===== config.mk =====
export PLATFORM = sky130hd
export DESIGN_NAME = limiter
export DESIGN_NICKNAME = d
export VERILOG_FILES = /design/src/rtl/limiter.sv
export SDC_FILE = /design/constraint.sdc
export NUM_CORES = 1
export LEC_CHECK = 0
export ABC_AREA = 1
export BUFFER_PORTS_ARGS = -buffer_cell sky130_fd_sc_hd__buf_2
export CELL_PAD_IN_SITES_DETAIL_PLACEMENT = 1
export CELL_PAD_IN_SITES_GLOBAL_PLACEMENT = 1
export CORE_MARGIN = 1
export CORE_UTILIZATION = 30
export CTS_CLUSTER_SIZE = 10
export DETAILED_ROUTE_END_ITERATION = 16
export PLACE_DENSITY = 0.66
export SLEW_MARGIN = 20
export SYNTH_ARGS = -nofsm -noshare
export SYNTH_HDL_FRONTEND = slang
export SYNTH_SLANG_ARGS = --single-unit
export TNS_END_PERCENT = 1

===== constraint.sdc =====
create_clock -name clock -period 8.4 [get_ports clock]
set_input_delay 1.26 -clock clock [delete_from_list [all_inputs] [get_ports clock]]
set_output_delay 1.26 -clock clock [all_outputs]
set_load 0.005 [all_outputs]

===== src/rtl/limiter.sv =====
// Three-register-stage soft-knee (2:1 above knee) and hard-clip limiter for 12-bit signed samples.
// Capture and magnitude, then the limited magnitude, then sign restore into the held output register.
module limiter (
    input  logic               clock,
    input  logic               reset,
    input  logic               ready,
    input  logic signed [11:0] incoming_sample,
    input  logic        [1:0]  limiting_amount,
    output logic signed [11:0] modified_sample,
    output logic               done
);

    logic        [12:0] sampleExt;
    logic        [12:0] mag_d;

    logic               s1Valid_q;
    logic signed [11:0] s1Sample_q;
    logic        [1:0]  s1Setting_q;
    logic        [12:0] s1Mag_q;
    logic               s1Sign_q;

    logic        [9:0]  knee;
    logic        [9:0]  ceiling;
    logic        [12:0] kneeWide;
    logic        [12:0] compMag;
    logic        [9:0]  limMag_d;

    logic               s2Valid_q;
    logic               s2Bypass_q;
    logic signed [11:0] s2Sample_q;
    logic        [9:0]  s2Mag_q;
    logic               s2Sign_q;

    logic        [11:0] outMag;
    logic signed [11:0] result_d;
    logic signed [11:0] result_q;
    logic               done_q;

    // 13-bit magnitude so that -2048 maps to +2048 instead of wrapping
    always_comb begin
        sampleExt = {incoming_sample[11], incoming_sample};
        mag_d     = incoming_sample[11] ? (~sampleExt + 13'd1) : sampleExt;
    end

    always_ff @(posedge clock or negedge reset) begin
        if (!reset) begin
            s1Valid_q   <= 1'b0;
            s1Sample_q  <= '0;
            s1Setting_q <= '0;
            s1Mag_q     <= '0;
            s1Sign_q    <= 1'b0;
        end else begin
            s1Valid_q <= ready;
            if (ready) begin
                s1Sample_q  <= incoming_sample;
                s1Setting_q <= limiting_amount;
                s1Mag_q     <= mag_d;
                s1Sign_q    <= incoming_sample[11];
            end
        end
    end

    always_comb begin
        knee    = 10'd0;
        ceiling = 10'd0;
        case (s1Setting_q)
            2'b01:   begin knee = 10'd512; ceiling = 10'd1023; end
            2'b10:   begin knee = 10'd256; ceiling = 10'd511;  end
            2'b11:   begin knee = 10'd128; ceiling = 10'd255;  end
            default: begin knee = 10'd0;   ceiling = 10'd0;    end
        endcase
        kneeWide = {3'b000, knee};
        if (s1Mag_q <= kneeWide) begin
            compMag = s1Mag_q;
        end else begin
            compMag = kneeWide + ((s1Mag_q - kneeWide) >> 1);
        end
        // Ceiling never exceeds 1023, so the clipped magnitude fits in 10 bits
        limMag_d = (compMag > {3'b000, ceiling}) ? ceiling : compMag[9:0];
    end

    always_ff @(posedge clock or negedge reset) begin
        if (!reset) begin
            s2Valid_q  <= 1'b0;
            s2Bypass_q <= 1'b0;
            s2Sample_q <= '0;
            s2Mag_q    <= '0;
            s2Sign_q   <= 1'b0;
        end else begin
            s2Valid_q <= s1Valid_q;
            if (s1Valid_q) begin
                s2Bypass_q <= (s1Setting_q == 2'b00);
                s2Sample_q <= s1Sample_q;
                s2Mag_q    <= limMag_d;
                s2Sign_q   <= s1Sign_q;
            end
        end
    end

    always_comb begin
        outMag = {2'b00, s2Mag_q};
        if (s2Bypass_q) begin
            result_d = s2Sample_q;
        end else if (s2Sign_q) begin
            result_d = -outMag;
        end else begin
            result_d = outMag;
        end
    end

    always_ff @(posedge clock or negedge reset) begin
        if (!reset) begin
            result_q <= '0;
            done_q   <= 1'b0;
        end else begin
            done_q <= s2Valid_q;
            if (s2Valid_q) begin
                result_q <= result_d;
            end
        end
    end

    assign modified_sample = result_q;
    assign done            = done_q;

endmodule


Yosys cells after proc, flatten, opt, wreduce, memory -nomap -nowiden:

Cells that the tools add are included.
Widths: inputs -> output; s select.

* register bits: 67
* input bits: 17
* output and inout bits: 13
* logic and storage cells: 30

* add/subtract/negate cells: 4
* order comparisons: 2
* equality and inequality tests: 3
* muxes and demuxes: 7
* bitwise operators: 1
* reduce and logical (&&, ||, !) cells: 1

Operators by type and width (number)
* $pmux 10 s3: 2
* $mux 13: 2
* $mux 12: 2
* $add 10x12->13: 1
* $add 13x1->13 const B: 1
* $gt 13x10->1: 1
* $le 13x10->1: 1
* $not 13->13: 1
* $sub 13x10->13: 1
* $neg 10->12: 1
* $mux 10: 1
* $eq 2x2->1 const B: 2
* $eq 2x1->1 const B: 1
* $logic_not 2->1: 1

Depth between registers and ports, before layout:

Gate-level depths: netlist of run 1.

* depth in word-level cells: 7
* gate-level depth with buffers: 26
* mapped depth without buffers: 25

Worst setup path after synthesis of run 1:

Ideal clock, no wire load.

* path kind: flip-flop to flip-flop
* from: reg s1Setting_q[0]
* to: reg s2Mag_q[8]
* library setup time: 118 ps
* arrival: 3238 ps
* data required time: 8282 ps
* slack: 5044 ps
* cell stages (with the launch flop): 22
* buffers on the path: 1
* clock period less this slack: 3356 ps
* path through: dfrtp_1 > ha_1 > ha_1 > fa_1 > inv_1 > ha_1 > inv_1 > fa_1 > nand3_1 > nand2_1 > inv_1 > ha_1 > a21oi_1 > o21a_1 > nand2_1 > nand2_1 > nand2_1 > nand2_1 > buf_2 > nand3_1 > nand3_1 > nand2_1

* longest elaborated chain between the ends: 7
* elaborated cells on any way between the ends: 11
* those cells by class: 2 x add/sub; 2 x order compare; 3 x eq/ne; 4 x mux

Ends and longest elaborated chain
* from (decl): line 18 `logic [1:0] s1Setting_q;`
* from (signal assigned): line 56 `s1Setting_q <= limiting_amount;`
* $eq 2x2->1 / $eq 2x1->1 (equally long branches): line 66 `case (s1Setting_q)`
* $pmux 10 s3: line 66
* $sub 13x10->13: line 76 `compMag = kneeWide + ((s1Mag_q - kneeWide) >> 1);`
* $add 10x12->13: line 76
* $mux 13: line 73 `if (s1Mag_q <= kneeWide) begin`
* $gt 13x10->1: line 79 `limMag_d = (compMag > {3'b000, ceiling}) ? ceiling : compMag[9:0];`
* $mux 10 (*): line 79
* to (signal assigned): line 94 `s2Mag_q <= limMag_d;`
* to (decl): line 31 `logic [9:0] s2Mag_q;`

Every way passes the cells marked *; elsewhere a longest branch is shown, timed or not.
A chain may end at the register's enable or synchronous reset.

Worst setup path after layout of run 1:

* from: reg s1Setting_q[0]
* to: reg s2Mag_q[7]

Same word-level chain as after synthesis.

==> results of run 1 <==
-- routing by layer --
layer	global-route usage (%)	share of wire, %
met5	0	0
met4	4.85	1.4
met1	21.1	46
met3	4.14	3.1
met2	28.8	49
-- layout make-up --
class | count | area (um^2)
clock inverter | 6 | 115
sequential | 64 | 1600
tap | 168 | 210
timing repair buffer | 30 | 153
clock buffer | 10 | 239
multi-input combinational | 356 | 1860
fill | 1537 | 7720
inverter | 56 | 210
-- final timing paths --
| kind | end | from |
|---|---|---|
| worst min register to register | s2Sample_q[1] | s1Sample_q[1] |
| max in group asynchronous | s1Mag_q[7] | reset |
| worst max register to register | s2Mag_q[7] | s1Setting_q[0] |
| worst max-delay path | s2Mag_q[7] | s1Setting_q[0] |
| worst min-delay path | s2Sample_q[1] | s1Sample_q[1] |
| min in group asynchronous | s2Mag_q[8] | reset |
-- cell families after synthesis --
logic type / share of synthesized area (%)
flip-flops: 42.6
buffers and inverters: 7.76
adder cells (fa/ha/maj): 8.39
XOR/XNOR: 1.40
AND/OR/NAND/NOR: 28.0
AO/OA/AOI/OAI: 11.8
-- layout by cell type (no fill, tap or decap) --
| cell type | instances |
|---|---|
| buf_4 | 1 |
| a22oi_1 | 2 |
| o21a_1 | 1 |
| nand2_1 | 179 |
| dfrtp_1 | 64 |
| a31oi_1 | 1 |
| nor2_1 | 27 |
| nor3b_2 | 1 |
| clkinv_1 | 1 |
| nor3_1 | 3 |
| clkbuf_16 | 9 |
| xor2_1 | 4 |
| o21ai_0 | 30 |
| inv_1 | 55 |
| o21ai_1 | 4 |
| nor2_4 | 1 |
| buf_2 | 29 |
| xnor2_1 | 2 |
| o31ai_1 | 2 |
| inv_6 | 1 |
| o21ai_2 | 4 |
| nand4_2 | 1 |
| nor3_2 | 1 |
| nand2_2 | 3 |
| o311ai_0 | 1 |
| fa_1 | 2 |
| o211ai_1 | 9 |
| a21oi_1 | 13 |
| nand2_4 | 1 |
| nor2_2 | 3 |
| clkbuf_8 | 1 |
| bufinv_16 | 3 |
| ha_1 | 22 |
| clkinv_4 | 1 |
| nand4_1 | 2 |
| nand3_1 | 29 |
| or2_2 | 2 |
| o221ai_1 | 5 |
| o32ai_1 | 1 |
| clkinvlp_4 | 1 |
-- through the flow --
step | cell area (um^2) | total power, mW | utilization (%) | setup slack (ns) | instances
after floorplan | 3760 | 0.666 | - | 5.04 | 493
after global placement | 4040 | 0.761 | 33.3 | 4.53 | 674
after detailed placement | 4040 | 0.778 | 33.3 | 4.43 | 674
after CTS | 4390 | 1.23 | 36.3 | 4.40 | 690
after global routing | 4390 | 1.30 | 36.3 | 4.11 | 690
final | 4390 | 1.21 | 36.3 | 4.43 | 690
-- flip-flops by register name, indices dropped and copies added (netlist names) --
| name | cells |
|---|---|
| s2Bypass_q | 1 |
| s2Sample_q | 12 |
| modified_sample | 12 |
| s1Setting_q | 2 |
| s1Sample_q | 12 |
| s1Valid_q | 1 |
| s2Mag_q | 10 |
| s2Valid_q | 1 |
| done | 1 |
| s1Mag_q | 12 |
-- where the power goes --
part / switching, mW / leakage, nW / total, mW / internal [mW]
registers: 0.0513 / 0.785 / 0.418 / 0.366
logic: 0.224 / 1.30 / 0.352 / 0.128
clock network: 0.141 / 0.169 / 0.440 / 0.299
total: 0.416 / 2.26 / 1.21 / 0.794
-- tightest hold or removal path, cell delays in order (launching register included) --
cell     delay [ns]
dfrtp_1        0.34
nand2_1        0.05
nand2_1        0.05
==> impl_metrics.toml, run 1 <==
[die]
fp.dieW_um = 114
design.portCount = 30
die_h_um = 114
start_util_pct = 31.0
core_um2 = 12100
dieArea_um2 = 13000
rows = 40

[power]
ir_drop_mv = 0.0997
p_leak_nw = 2.26
power_density_nw_per_um2 = 275

[global_routing]
grt_max_degree = 65
grt_overflow_total = 0
grt_pass1_wl_um = 17000
grt_use_total_pct = 16.8
antenna_found_initial = 0
grt_pass1_vias = 3469

[clock_tree]
post_cts_buffers = 0
root_buffer = "clkbuf_16"
cts_buffers = 9
ctsResizeCount = 0
cts_tree = "built"
cts_sinks = 64
htree_levels = 3
ctsHoldBuffers = 0
clk_path_buf_depth = 2
cts.reportedPaths.clkPinSlew_ns = 0.06
clock_insertion_delay_worst_skew_ns = 0.33

[timing]
rsz0062_at_grt = "no"
slew_headroom_pct = 44.7
tightestPinTransition_ns = 0.829
min_period_ns = 3.97
max_freq_mhz = 252
fin_setup_tns_ns = 0
hold_viol_final = 0
whs_ns = 0.469
finalCritPeriodShare_pct = 47.3
skew_ns = 0.00726
maxSlewViolCount = 0
setup_violations = 0

[critical_path]
cp.required_ns = 8.62
path_cells = "ha_1 -> ha_1 -> fa_1 -> inv_1 -> ha_1 -> inv_1 -> fa_1 -> nand3_1 -> nand2_1 -> inv_1 -> ha_1 -> a21oi_1 -> o21a_1 -> nand2_1 -> nand2_1 -> nand2_1 -> nand2_1 -> nand2_2 -> nand2_2 -> nand2_1 -> nand2_1 -> nand2_1"
cp_slowest_cell = "fa_1"
crit_type = "register to register"
critical_path_peak_fanout = 11
cp_slowest_stage_delay_ns = 0.51
arrival_ns = 4.19
crit_cells = 22
rrSetupSlack_ns = 4.43
cp_top_family = "adder cells"
startpoint_type = "register"
cpMostUsedCell = "nand2_1"
rr_worst_depth = 22
crit_buf_inv = 3
end_kind = "register"

[synth]
async_flop_share_pct = 100
synthTopCellsByCount = "nand2_1 (179), dfrtp_1 (64), inv_1 (55)"
yosysSeqAreaShare_pct = 42.6
synth-warning-count = 0
synth-edff-count = 0
synthCells = 493
synth_top_flop_cell = "dfrtp_1"
synth_seq_cells = 64
yosysUniqueCellTypes = 36
synth_area_leaders = "dfrtp_1 (43%), nand2_1 (18%), ha_1 (7.3%), inv_1 (5.5%), o21ai_0 (4.0%)"
yosysTopAreaCellShare_pct = 42.6
yosysTopAreaCell = "dfrtp_1"
yosysMostFrequentCell = "nand2_1"
syn_nets = 534
synth_area_per_cell_um2 = 7.62
netlist_area_um2 = 3760

[finish]
diodes = 0
fin_nets = 558
area_growth_pct = 16.9
drive_gt1_share_pct = 12.1

[routing]
via_per_inst = 4.68
drc_errors = 0
drt_pre_antenna_iters = 4
ant_nets = 0
wl_per_cell_um = 14.3
wl_um = 9840
drt_iter0_markers = 175
num_vias = 3230

[flow_run]
drv_cap = 0

[hold_path]
min_path_type = "register to register"
holdPathStages = 2

[place]
hpwl_um = 7510
place_congestion = 0.816
io_buffers = 29

[run_status]
status = "finished clean"
Power figures use the tool's default switching activity.
==> inputs of run 2 (changes only) <==
- ABC_AREA: 1 -> 0
- PLACE_DENSITY: 0.66 -> 0.65
- clock period: 8.4 -> 3.61 ns (I/O delays scaled with it)
==> run 2 against run 1 <==
Effect of this change:
- cell area up 5.8%
- critical path depth down 6
- sequential share of layout area down 2.0 points
- first-iteration DRC count down 64%
- sequential power rose to 2.5 times the previous value
- via count down 10%
- maximum frequency up 7.3%
- the flow now finishes with violations (setup timing)
- total power rose to 2.5 times the previous value
- wire length down 4.9%
- synthesized area down 0.73%
==> impl_metrics.toml, run 2 <==
[synth]
syn_nets = 405
yosysUniqueCellTypes = 47
synthAdderAreaFrac_pct = 8.45
synth-edff-count = 0
synth_compound_area_share_pct = 15.3
async_flop_share_pct = 100
yosysTopAreaCell = "dfrtp_1"
synthTopCellsByCount = "dfrtp_1 (64), mux2_2 (39), nand2_1 (30)"
synth_top_flop_cell = "dfrtp_1"
synthCells = 364
synth_seq_cells = 64
synth_top_family_by_area = "compound AO/OA/AOI/OAI gates"
synth-xor-area-share_pct = 4.70
synth_area_per_cell_um2 = 10.2
netlist_area_um2 = 3730
synth-warning-count = 0
yosysMostFrequentCell = "dfrtp_1"
synth-simple-area-share_pct = 12.0
yosysSeqAreaShare_pct = 42.9
synth.mux.area_fraction_pct = 12.8
synth_area_leaders = "dfrtp_1 (43%), mux2_2 (12%), ha_1 (7.4%), xor2_1 (3.5%), nand2_1 (3.0%)"
yosysTopAreaCellShare_pct = 42.9

[power]
p_leak_nw = 2.02
ir_drop_mv = 0.241
power_density_nw_per_um2 = 656

[critical_path]
end_kind = "register"
cp.required_ns = 3.84
crit_type = "register to register"
rr_worst_depth = 16
startpoint_type = "register"
critical_path_peak_fanout = 5
rrSetupSlack_ns = -0.09
arrival_ns = 3.93

[timing]
max_freq_mhz = 270
hold_viol_final = 0
slew_headroom_pct = 47.7
maxSlewViolCount = 0
finalCritPeriodShare_pct = 102
fin_setup_tns_ns = -0.585
min_period_ns = 3.70
rsz0062_at_grt = "yes"
post-route-worst-setup-slack_ns = -0.0896
skew_ns = 0.00882
tightestPinTransition_ns = 0.785
setup_violations = 10

[clock_tree]
htree_levels = 3
clk_path_buf_depth = 2
cts_buffers = 9
ctsHoldBuffers = 0
clock_insertion_delay_worst_skew_ns = 0.33
cts_tree = "built"
cts.reportedPaths.clkPinSlew_ns = 0.06
root_buffer = "clkbuf_16"
cts_sinks = 64

[flow_run]
drv_cap = 0

[place]
hpwl_um = 7120
dp_slack_ns = -0.241
io_buffers = 29
place_congestion = 0.795
dp.cells = 569

[hold_path]
min_path_type = "input pin to asynchronous set/reset pin"

[die]
dieArea_um2 = 12900
core_um2 = 12100
design.portCount = 30
start_util_pct = 30.9
fp.dieW_um = 114
rows = 40
die_h_um = 114

[routing]
wl_um = 9370
wl_per_cell_um = 16.0
drc_errors = 0
drt_iter0_markers = 63
num_vias = 2899
via_per_inst = 4.94
ant_nets = 0
drt_pre_antenna_iters = 4

[finish]
final_cell_mix = "dfrtp_1 (64), mux2_2 (39), nand2_1 (30)"
register_area_um2 = 1600
layout.cells.non_filler = 587
drive_gt1_share_pct = 32.9
postLayoutCoreUtil_pct = 38.5
multi_input_area_um2 = 2110
final_common_cell = "dfrtp_1"
fin_nets = 456
diodes = 0
fillers = 1358
area_growth_pct = 24.7

[global_routing]
grt_use_total_pct = 16.0
antenna_found_initial = 0
grt_pass1_vias = 3080
grt_max_degree = 41
grt_overflow_total = 0
grt_pass1_wl_um = 15700

[run_status]
status = "finished, violations left"
violations = "setup timing"
==> run 2: cell types whose count changed after synthesis, sizes merged, moves of 11 or more <==
| cell | before | now |
|---|---|---|
| o21ai | 38 | 19 |
| inv | 55 | 19 |
| xor2 | 4 | 15 |
| nand3 | 29 | 1 |
| nand2 | 183 | 30 |
| mux2 | 0 | 39 |
==> run 2: final timing paths <==
path	from	end
setup / recovery	s1Setting_q[1]	s2Mag_q[0]
hold reg to reg	modified_sample[2]	modified_sample[2]
max in group asynchronous	reset	s2Sample_q[7]
setup reg to reg	s1Setting_q[1]	s2Mag_q[0]
min in group clock	limiting_amount[0]	s1Setting_q[0]
hold / removal	reset	s1Setting_q[1]
==> run 2: timing repair <==
item                       in CTS  in global routing
pin swaps                       8                  6
setup endpoints to repair      10                 10
setup buffers                   3                  0
resized for setup              13                  1
==> run 2: worst max-delay path: stages, from the launching register on <==
cell and delay [ns]:
dfrtp_1 0.42, ha_2 0.20, ha_1 0.21, fa_1 0.48
inv_1 0.04, ha_1 0.19, inv_1 0.07, fa_1 0.44
a21boi_2 0.19, ha_4 0.23, a211oi_2 0.16, o21ai_1 0.10
a21oi_2 0.24, buf_4 0.18, nor3_4 0.04, a21o_1 0.16
o31ai_1 0.23
==> run 2: per-layer routing <==
metal / vias to the layer above / share of wire [%] / wire, um / global-route usage, %
li1: 1404 / - / - / -
met1: 1442 / 49 / 4580 / 21.6
met2: 47 / 47 / 4420 / 25.2
met3: 6 / 2.9 / 269 / 3.29
met4: 0 / 0.97 / 91 / 5.53
met5: - / 0 / 0 / 0
==> run 2: area by class of cell <==
class	count	area share [%]
Clock buffer	10	4.92
Inverter	19	1.59
Sequential cell	64	34.4
Clock inverter	5	1.75
Tap cell	168	4.52
Multi-Input combinational cell	265	45.3
Timing Repair Buffer	56	7.48
==> run 2: kinds of logic after synthesis <==
| kind of cell | Yosys count |
|---|---|
| fa+ha+maj | 24 |
| mux | 43 |
| xor+xnor | 20 |
| buf+inv | 35 |
| flops | 64 |
| compound gates | 85 |
| simple gates | 93 |
==> run 2: power by group <==
part | total [mW] | internal, mW | switching (mW)
registers | 1.05 | 0.884 | 0.163
logic | 1.09 | 0.548 | 0.541
clock network | 0.915 | 0.601 | 0.314
==> run 2: metrics by stage <==
step                      instance area, um^2  hold WS [ns]  power (mW)
after floorplan                          3790         0.246        1.73
after global placement                   4250         0.484        2.05
after detailed placement                 4250         0.491        2.08
after CTS                                4650         0.304        3.09
after global routing                     4650         0.331        3.27
final                                    4650         0.274        3.05
==> inputs of run 3 (changes only) <==
- CORE_ASPECT_RATIO: not set -> 0.9
- SKIP_CTS_REPAIR_TIMING: not set -> 1
==> run 3 against run 2 <==
Effect of this change:
- the run still ends with setup timing left
- first-iteration DRC count up 56%
- wire length up 2.1%
- utilization down 0.51 points
- sequential cell count unchanged
- total power down 4.6%
- register-to-register slack worse by 0.08 ns
- combinational power about the same
- clock power down 18%
- critical path type unchanged
- critical endpoint is now s2Mag_q[6]
- largest power group unchanged
- highest routed layer unchanged
==> impl_metrics.toml, run 3 (same netlist as run 2, synthesis figures left out) <==
[die]
dieArea_um2 = 12900
die_h_um = 108
start_util_pct = 30.9
core_um2 = 12100
design.portCount = 30
rows = 38
fp.dieW_um = 120

[critical_path]
crit_type = "register to register"
r2r_end = "s2Mag_q[6]"
critPathLaunch = "s1Setting_q[1]"
arrival_ns = 3.97
end_kind = "register"
rrSetupSlack_ns = -0.17
worstReg2RegStart = "s1Setting_q[1]"
critical_path_peak_fanout = 4
startpoint_type = "register"
rr_worst_depth = 16
cp.required_ns = 3.80

[finish]
final_cell_mix = "dfrtp_1 (64), mux2_2 (39), nand2_1 (30)"
drive_gt1_share_pct = 32.9
fin_nets = 454
fin_area_um2 = 4590
postLayoutCoreUtil_pct = 38.0
final_common_cell = "dfrtp_1"
diodes = 0
area_growth_pct = 23.1

[timing]
min_period_ns = 3.78
skew_ns = 0.00812
slew_headroom_pct = 46.2
tightestPinTransition_ns = 0.807
rsz0062_at_grt = "yes"
whs_ns = 0.230
post-route-worst-setup-slack_ns = -0.170
setup_violations = 10
maxSlewViolCount = 0
finalCritPeriodShare_pct = 105
hold_viol_final = 0
max_freq_mhz = 265

[clock_tree]
cts_sinks = 64
cts.reportedPaths.clkPinSlew_ns = 0.05
root_buffer = "clkbuf_16"
clk_path_buf_depth = 2
htree_levels = 3
cts_tree = "built"
clock_insertion_delay_worst_skew_ns = 0.33
cts_buffers = 9

[routing]
drt_pre_antenna_iters = 4
drc_errors = 0
wl_um = 9560
drt_iter0_markers = 98
wl_per_cell_um = 16.6
num_vias = 2894
ant_nets = 0
via_per_inst = 5.02

[flow_run]
drv_cap = 0

[place]
dp_slack_ns = -0.236
placed_area_um2 = 4240
hpwl_um = 7090
io_buffers = 29
place_congestion = 0.814

[global_routing]
grt_pass1_vias = 3074
grt_overflow_total = 0
grt_use_total_pct = 16.1
grt_max_degree = 48
grt_pass1_wl_um = 15800
antenna_found_initial = 0

[run_status]
status = "finished, violations left"
violations = "setup timing"

[hold_path]
min_path_type = "input pin to asynchronous set/reset pin"

[power]
p_leak_nw = 1.99
ir_drop_mv = 0.251
power_density_nw_per_um2 = 634
-- run 3: through the flow --
stage          TNS, ns  cells  total power [mW]
2_1_floorplan   -0.367    364              1.73
3_3_place_gp    -0.653    560              2.05
3_5_place_dp     -1.92    560              2.09
4_1_cts          -2.31    575              2.87
5_1_grt          -2.81    577              3.13
6_report         -1.11    577              2.91
-- run 3: how the worst max path moves through the flow --
stage / endpoint / depth (start not counted) / slack (ns)
2_1_floorplan: s2Mag_q[2] / 17 / -0.06
3_3_place_gp: s2Mag_q[1] / 16 / -0.10
3_5_place_dp: s2Mag_q[3] / 16 / -0.24
4_1_cts: s2Mag_q[3] / 16 / -0.28
5_1_grt: s2Mag_q[6] / 16 / -0.33
6_report: s2Mag_q[6] / 16 / -0.17
-- run 3: area by class of cell --
| type | count | area [um^2] |
|---|---|---|
| repair buffers | 54 | 335 |
| well taps | 160 | 200 |
| multi-input cells | 265 | 2130 |
| clock buffers | 11 | 233 |
| inverters | 19 | 73.8 |
| fillers | 1389 | 7480 |
| flip-flops and latches | 64 | 1600 |
| clock inverters | 4 | 22.5 |
-- run 3: per-layer routing --
layer / part of all wire, % / GRT usage, % / vias up
met5: 0 / 0 / -
met3: 2.8 / 4.13 / 10
li1: - / - / 1406
met4: 1.1 / 5.09 / 0
met2: 47 / 25.3 / 45
met1: 49 / 21.5 / 1433
-- run 3: power breakdown --
part	leakage [nW]	switching (mW)	internal, mW	total, mW
clock network	0.125	0.294	0.456	0.750
registers	0.751	0.159	0.884	1.04
logic	1.11	0.567	0.551	1.12
-- run 3: critical path, cell delays in order (launching register included) --
cell	delay (ns)
dfrtp_1	0.42
ha_2	0.20
ha_1	0.21
fa_2	0.52
inv_1	0.04
ha_1	0.18
inv_1	0.07
fa_1	0.45
a21boi_2	0.20
ha_4	0.23
a211oi_2	0.17
o21ai_1	0.10
a21oi_2	0.24
buf_4	0.19
nor3_1	0.05
a31oi_1	0.23
a31oi_1	0.13
